**src/rtl/rom_port_arbiter_if.sv**
```systemverilog
// Bus bundle between two ROM requesters (CPU fetch, debug dump), the arbiter and the ROM.
`default_nettype none

interface rom_port_arbiter_if #(
  parameter int ADDR_WIDTH = 8,
  parameter int DATA_WIDTH = 8
);
  logic                  cpu_req;
  logic [ADDR_WIDTH-1:0] cpu_addr;
  logic                  cpu_rdy;
  logic                  cpu_valid;
  logic [DATA_WIDTH-1:0] cpu_dout;
  logic                  dbg_req;
  logic [ADDR_WIDTH-1:0] dbg_addr;
  logic                  dbg_ack;
  logic                  dbg_valid;
  logic [DATA_WIDTH-1:0] dbg_dout;
  logic [ADDR_WIDTH-1:0] rom_addr;
  logic [DATA_WIDTH-1:0] rom_dout;

  // Requester/ROM side of the arbiter
  modport master (
    output cpu_req, cpu_addr, dbg_req, dbg_addr, rom_dout,
    input  cpu_rdy, cpu_valid, cpu_dout, dbg_ack, dbg_valid, dbg_dout, rom_addr
  );

  // Arbiter side
  modport slave (
    input  cpu_req, cpu_addr, dbg_req, dbg_addr, rom_dout,
    output cpu_rdy, cpu_valid, cpu_dout, dbg_ack, dbg_valid, dbg_dout, rom_addr
  );
endinterface

`default_nettype wire

```
**src/rtl/rom_port_arbiter.sv**
```systemverilog
// Shares one 1-cycle-latency ROM between a priority CPU port and a debug port with bounded
// starvation; the registered owner tag routes each returned byte to exactly one requester.
`default_nettype none

module rom_port_arbiter #(
  parameter int ADDR_WIDTH = 8,
  parameter int DATA_WIDTH = 8,
  parameter int MAX_WAIT   = 4
) (
  input  logic                clk,
  input  logic                rst,
  rom_port_arbiter_if.slave   bus
);
  localparam int CNT_W = (MAX_WAIT > 0) ? $clog2(MAX_WAIT + 1) : 1;
  localparam logic [CNT_W-1:0] CNT_MAX = CNT_W'(MAX_WAIT);

  typedef enum logic [1:0] {
    IDLE   = 2'd0,
    CPU_RD = 2'd1,
    DBG_RD = 2'd2
  } owner_t;

  owner_t                state;
  owner_t                state_next;
  logic [CNT_W-1:0]      wait_cnt;
  logic                  starve;
  logic                  dbg_gnt;
  logic                  cpu_gnt;
  logic [ADDR_WIDTH-1:0] gnt_addr;
  logic [DATA_WIDTH-1:0] rd_data;

  // Grants are suppressed during reset so nothing new is launched into the ROM
  always_comb begin
    starve   = (wait_cnt == CNT_MAX);
    dbg_gnt  = ~rst & bus.dbg_req & (~bus.cpu_req | starve);
    cpu_gnt  = ~rst & bus.cpu_req & ~dbg_gnt;
    gnt_addr = dbg_gnt ? bus.dbg_addr : bus.cpu_addr;
    rd_data  = bus.rom_dout;
  end

  assign bus.dbg_ack   = dbg_gnt;
  assign bus.cpu_rdy   = ~(bus.cpu_req & dbg_gnt);
  assign bus.rom_addr  = gnt_addr;
  assign bus.cpu_dout  = rd_data;
  assign bus.dbg_dout  = rd_data;
  // Gating with rst drops a read that is in flight when reset arrives
  assign bus.cpu_valid = (state == CPU_RD) & ~rst;
  assign bus.dbg_valid = (state == DBG_RD) & ~rst;

  always_comb begin
    state_next = IDLE;
    if (dbg_gnt) begin
      state_next = DBG_RD;
    end else if (cpu_gnt) begin
      state_next = CPU_RD;
    end
  end

  always_ff @(posedge clk) begin
    if (rst) begin
      state <= IDLE;
    end else begin
      state <= state_next;
    end
  end

  always_ff @(posedge clk) begin
    if (rst || !bus.dbg_req || dbg_gnt) begin
      wait_cnt <= '0;
    end else if (wait_cnt != CNT_MAX) begin
      wait_cnt <= wait_cnt + 1'b1;
    end
  end
endmodule

`default_nettype wire

```
**src/flat_wrapper.sv**
```systemverilog
// flat-port wrapper written by rule: the top's interface ports become plain ports
module rom_port_arbiter_flat 
#(
  parameter int ADDR_WIDTH = 8,
  parameter int DATA_WIDTH = 8,
  parameter int MAX_WAIT   = 4
)
  (clk, rst, bus_cpu_req, bus_cpu_addr, bus_dbg_req, bus_dbg_addr, bus_rom_dout, bus_cpu_rdy, bus_cpu_valid, bus_cpu_dout, bus_dbg_ack, bus_dbg_valid, bus_dbg_dout, bus_rom_addr);
  rom_port_arbiter_if #(.ADDR_WIDTH(ADDR_WIDTH), .DATA_WIDTH(DATA_WIDTH)) bus_i ();
  input  logic clk;
  input  logic rst;
  input wire logic [$bits(bus_i.cpu_req)-1:0] bus_cpu_req;
  input wire logic [$bits(bus_i.cpu_addr)-1:0] bus_cpu_addr;
  input wire logic [$bits(bus_i.dbg_req)-1:0] bus_dbg_req;
  input wire logic [$bits(bus_i.dbg_addr)-1:0] bus_dbg_addr;
  input wire logic [$bits(bus_i.rom_dout)-1:0] bus_rom_dout;
  output wire logic [$bits(bus_i.cpu_rdy)-1:0] bus_cpu_rdy;
  output wire logic [$bits(bus_i.cpu_valid)-1:0] bus_cpu_valid;
  output wire logic [$bits(bus_i.cpu_dout)-1:0] bus_cpu_dout;
  output wire logic [$bits(bus_i.dbg_ack)-1:0] bus_dbg_ack;
  output wire logic [$bits(bus_i.dbg_valid)-1:0] bus_dbg_valid;
  output wire logic [$bits(bus_i.dbg_dout)-1:0] bus_dbg_dout;
  output wire logic [$bits(bus_i.rom_addr)-1:0] bus_rom_addr;
  assign bus_i.cpu_req = bus_cpu_req;
  assign bus_i.cpu_addr = bus_cpu_addr;
  assign bus_i.dbg_req = bus_dbg_req;
  assign bus_i.dbg_addr = bus_dbg_addr;
  assign bus_i.rom_dout = bus_rom_dout;
  assign bus_cpu_rdy = bus_i.cpu_rdy;
  assign bus_cpu_valid = bus_i.cpu_valid;
  assign bus_cpu_dout = bus_i.cpu_dout;
  assign bus_dbg_ack = bus_i.dbg_ack;
  assign bus_dbg_valid = bus_i.dbg_valid;
  assign bus_dbg_dout = bus_i.dbg_dout;
  assign bus_rom_addr = bus_i.rom_addr;
  rom_port_arbiter #(.ADDR_WIDTH(ADDR_WIDTH), .DATA_WIDTH(DATA_WIDTH), .MAX_WAIT(MAX_WAIT)) u_core (.clk(clk), .rst(rst), .bus(bus_i));
endmodule
```
**config.mk**
```make
export PLATFORM = sky130hd
export DESIGN_NAME = rom_port_arbiter_flat
export DESIGN_NICKNAME = d
export VERILOG_FILES = /design/src/rtl/rom_port_arbiter_if.sv /design/src/rtl/rom_port_arbiter.sv /design/src/flat_wrapper.sv
export SDC_FILE = /design/constraint.sdc
export NUM_CORES = 1
export LEC_CHECK = 0
export BUFFER_PORTS_ARGS = -buffer_cell sky130_fd_sc_hd__buf_2
export CORE_MARGIN = 3
export CORE_UTILIZATION = 35
export CTS_CLUSTER_DIAMETER = 40
export DETAILED_ROUTE_END_ITERATION = 6
export PLACE_DENSITY = 0.95
export SLEW_MARGIN = 5
export SYNTH_ARGS = -nofsm -noshare
export SYNTH_HDL_FRONTEND = slang
export SYNTH_SLANG_ARGS = --single-unit
```
**constraint.sdc**
```tcl
create_clock -name clk -period 2 [get_ports clk]
set_input_delay 0.1 -clock clk [delete_from_list [all_inputs] [get_ports clk]]
set_output_delay 0.1 -clock clk [all_outputs]
set_load 0.02 [all_outputs]
```
==> flow_summary_export.csv <==
group,metric,value,unit
outcome,status,"completed",
clocking,cts_hold_buf,0,
yosys,synth-seq-area-share,20.67,%
cells_and_area,diodes,0,
grt,overflow,0,
yosys,synth_top_family_by_area,"buffers and inverters",
sta,max_slew_margin,75.76,%
sta,fin_crit_sh,93.21,%
pwr,power_density,565.0,mW/mm^2
sta,rsz0062_at_grt,"false",
sta,final-setup-viol-count,0,
drt,drt_iter0_drc,6,
clocking,h-tree-depth,1,
setup_path,setup.worst_path.class,"reg -> out",
clocking,root_buffer,"clkbuf_4",
setup_path,r2r_setup_slack,0.78,ns
drt,viasPerCell,4.215,
yosys,ys_warn_count,0,
setup_path,timing.rr.end,"u_core.state[0]",
hold_path,worstHoldPathType,"in -> reg",
yosys,syn_area_per_cell,10.30,sq um
clocking,cts_buffer_depth,2,
setup_path,cp-end-kind,"primary output",
die,start_util,40.31,%
setup_path,critPathSlowestCell,"mux2_2",
setup_path,crit_required,1.90,ns
sta,worst_hold_slack,0.07458,ns
drt,drc_errors,0,
grt,grt_max_degree,12,
hold_path,worstHoldStart,"rst",
drt,vias,333,
yosys,netlist_area,484.2,sq um
pwr,power,0.0003117,W
job,drv_cap,0,
sta,setup_tns,0,ns
placement,place_congestion,0.6436,
cells_and_area,nets,96,
setup_path,reg2regPathDepth,5,
cells_and_area,drive_above_1_share,72.31,%
sta,hold_viol,0,
die,coreArea,0.001201,sq mm
die,rows,12,
setup_path,crit_path_max_fanout,11,
grt,grt_pass1_vias,366,
placement,dp_hpwl,817,um
drt,firstDrtPassIters,3,
cells_and_area,multiInputGateArea,245.2,sq um
clocking,clkTransAtPathRegs,0.04,ns
setup_path,worst_setup_path_start_kind,"flip-flop",
setup_path,worstReg2RegStart,"u_core.wait_cnt[0]",
yosys,synth-compound-area-share,3.876,%
cells_and_area,final_util,45.94,%
grt,antenna_found_initial,0,
clocking,cts_made_buffers,3,
cells_and_area,regArea,100.1,sq um
sta,tightest_slew,0.3628,ns
grt,grt_pass1_wl,1559,um
drt,wl_per_cell,12.78,um
placement,portBuffers,31,
clocking,cts.sinks,5,
setup_path,slowest_delay,0.37,ns
drt,finalWirelength,1010,um
drt,ant_nets,0,
cells_and_area,final_cell_mix,"buf_2, mux2_4, dfxtp_1, nor3b_1, clkbuf_4",
clocking,cts_resized,0,
sta,finalCriticalPeriod,1.864,ns
pwr,p_leak,0.2923,nW
die,dieArea,0.001866,sq mm
cells_and_area,fill_cells,128,
hold_path,hold_end,"u_core.state[0]",
die,dieWidth,43.20,um
pwr,ir_worst_vdd,0.2588,mV
grt,grt_use_total,11.99,%
cells_and_area,final_common_cell,"buf_2",
yosys,synthMuxAreaShare,24.03,%
die,die_h,43.20,um
cells_and_area,area_growth,13.95,%
yosys,yosys_register_bits,5,
sta,slew_viol_final,0,
clocking,post-cts-setup-buffer-count,0,
yosys,synth_simple_gate_area_share,15.76,%
yosys,synthCells,47,
die,io-pin-count,56,
yosys,synthXorXnorAreaFrac,1.809,%
cells_and_area,layout.cells.non_filler,79,
sta,fin_skew,0.003004,ns
placement,place_inst,75,
sta,max_clock_freq,0.5364,GHz
clocking,cts_tree,"built",
yosys,synth.distinct_cells,16,
yosys,synth_adder_area_share,5.168,%
clocking,clock_latency,0.25,ns
setup_path,cp_data_arrival_time,1.76,ns
hold_path,hold_depth,2,
setup_path,crit_chain,"inv_1 -> ha_1 -> a21boi_4 -> nor2b_4 -> mux2_2 -> buf_2",
yosys,synth_nets,77,
## worst max-delay path by stage
| stage | startpoint | to |
|---|---|---|
| final | u_core.wait_cnt[0] | bus_rom_addr[3] |
| after CTS | u_core.wait_cnt[0] | bus_rom_addr[3] |
| after global placement | u_core.wait_cnt[0] | bus_rom_addr[3] |
| after floorplan | u_core.wait_cnt[0] | bus_rom_addr[0] |
| after detailed placement | u_core.wait_cnt[0] | bus_rom_addr[3] |
| after global routing | u_core.wait_cnt[0] | bus_rom_addr[3] |
## layer usage
layer / wire, um / track usage (%) / share of wire (%)
met5: 0 / 0 / 0
met3: 75 / 5.508 / 7.4
met2: 598 / 20.65 / 59
met1: 298 / 8.889 / 30
met4: 38 / 13.25 / 3.8
## Yosys cell counts
cell       n  area share, %
a21boi_4   1            3.9
and2b_2    1            1.8
and3_2     1            1.6
buf_4     16             25
buf_6      1            2.3
dfxtp_1    5             21
ha_1       2            5.2
inv_1      2            1.6
mux2_2     1            2.3
mux2_4     7             22
nand2_1    2            1.6
nor2_1     2            1.6
nor2b_2    1            1.8
nor2b_4    1            2.8
nor3b_1    3            4.7
xnor2_1    1            1.8
## metrics by stage
stage / area (sq um) / setup WS (ns)
2_1_floorplan: 484.2 / 0.5723
3_3_place_gp: 525.5 / 0.4426
3_5_place_dp: 525.5 / 0.3991
4_1_cts: 551.8 / 0.1194
5_1_grt: 551.8 / 0.03459
6_report: 551.8 / 0.1358
## report_power, final
part / internal [W] / total (W) / leakage [nW] / switching (W)
Sequential: 0.000103 / 0.000105 / 0.0408 / 0.00000153
Combinational: 0.0000461 / 0.0000880 / 0.236 / 0.0000418
Clock: 0.0000756 / 0.000119 / 0.0150 / 0.0000436
Total: 0.000225 / 0.000312 / 0.292 / 0.0000869
## cells by family after synthesis
family                   count (synthesis)
XOR/XNOR                                 1
buffers and inverters                   19
adder cells (fa/ha/maj)                  2
flip-flops                               5
multiplexers                             8
AO/OA/AOI/OAI                            1
AND/OR/NAND/NOR                         11
## critical path, delay by kind of cell, from the launching register on
kind	cells	cell delay (ns)
adder cells (fa/ha/maj)	1	0.19
AND/OR/NAND/NOR	1	0.33
buffers and inverters	2	0.22
flip-flops	1	0.32
multiplexers	1	0.37
AO/OA/AOI/OAI	1	0.09
## state kept, by name, summed over array words and instances (netlist names)
signal / flops
u_core.state: 2
u_core.wait_cnt: 3
## area by class of cell
type | count | area share [%]
clock buffer | 4 | 4.762
inverter | 2 | 1.361
multi-input combinational | 23 | 44.44
sequential | 5 | 18.14
tap | 14 | 3.175
timing repair buffer | 31 | 28.12
(Power assumes the default switching activity.)
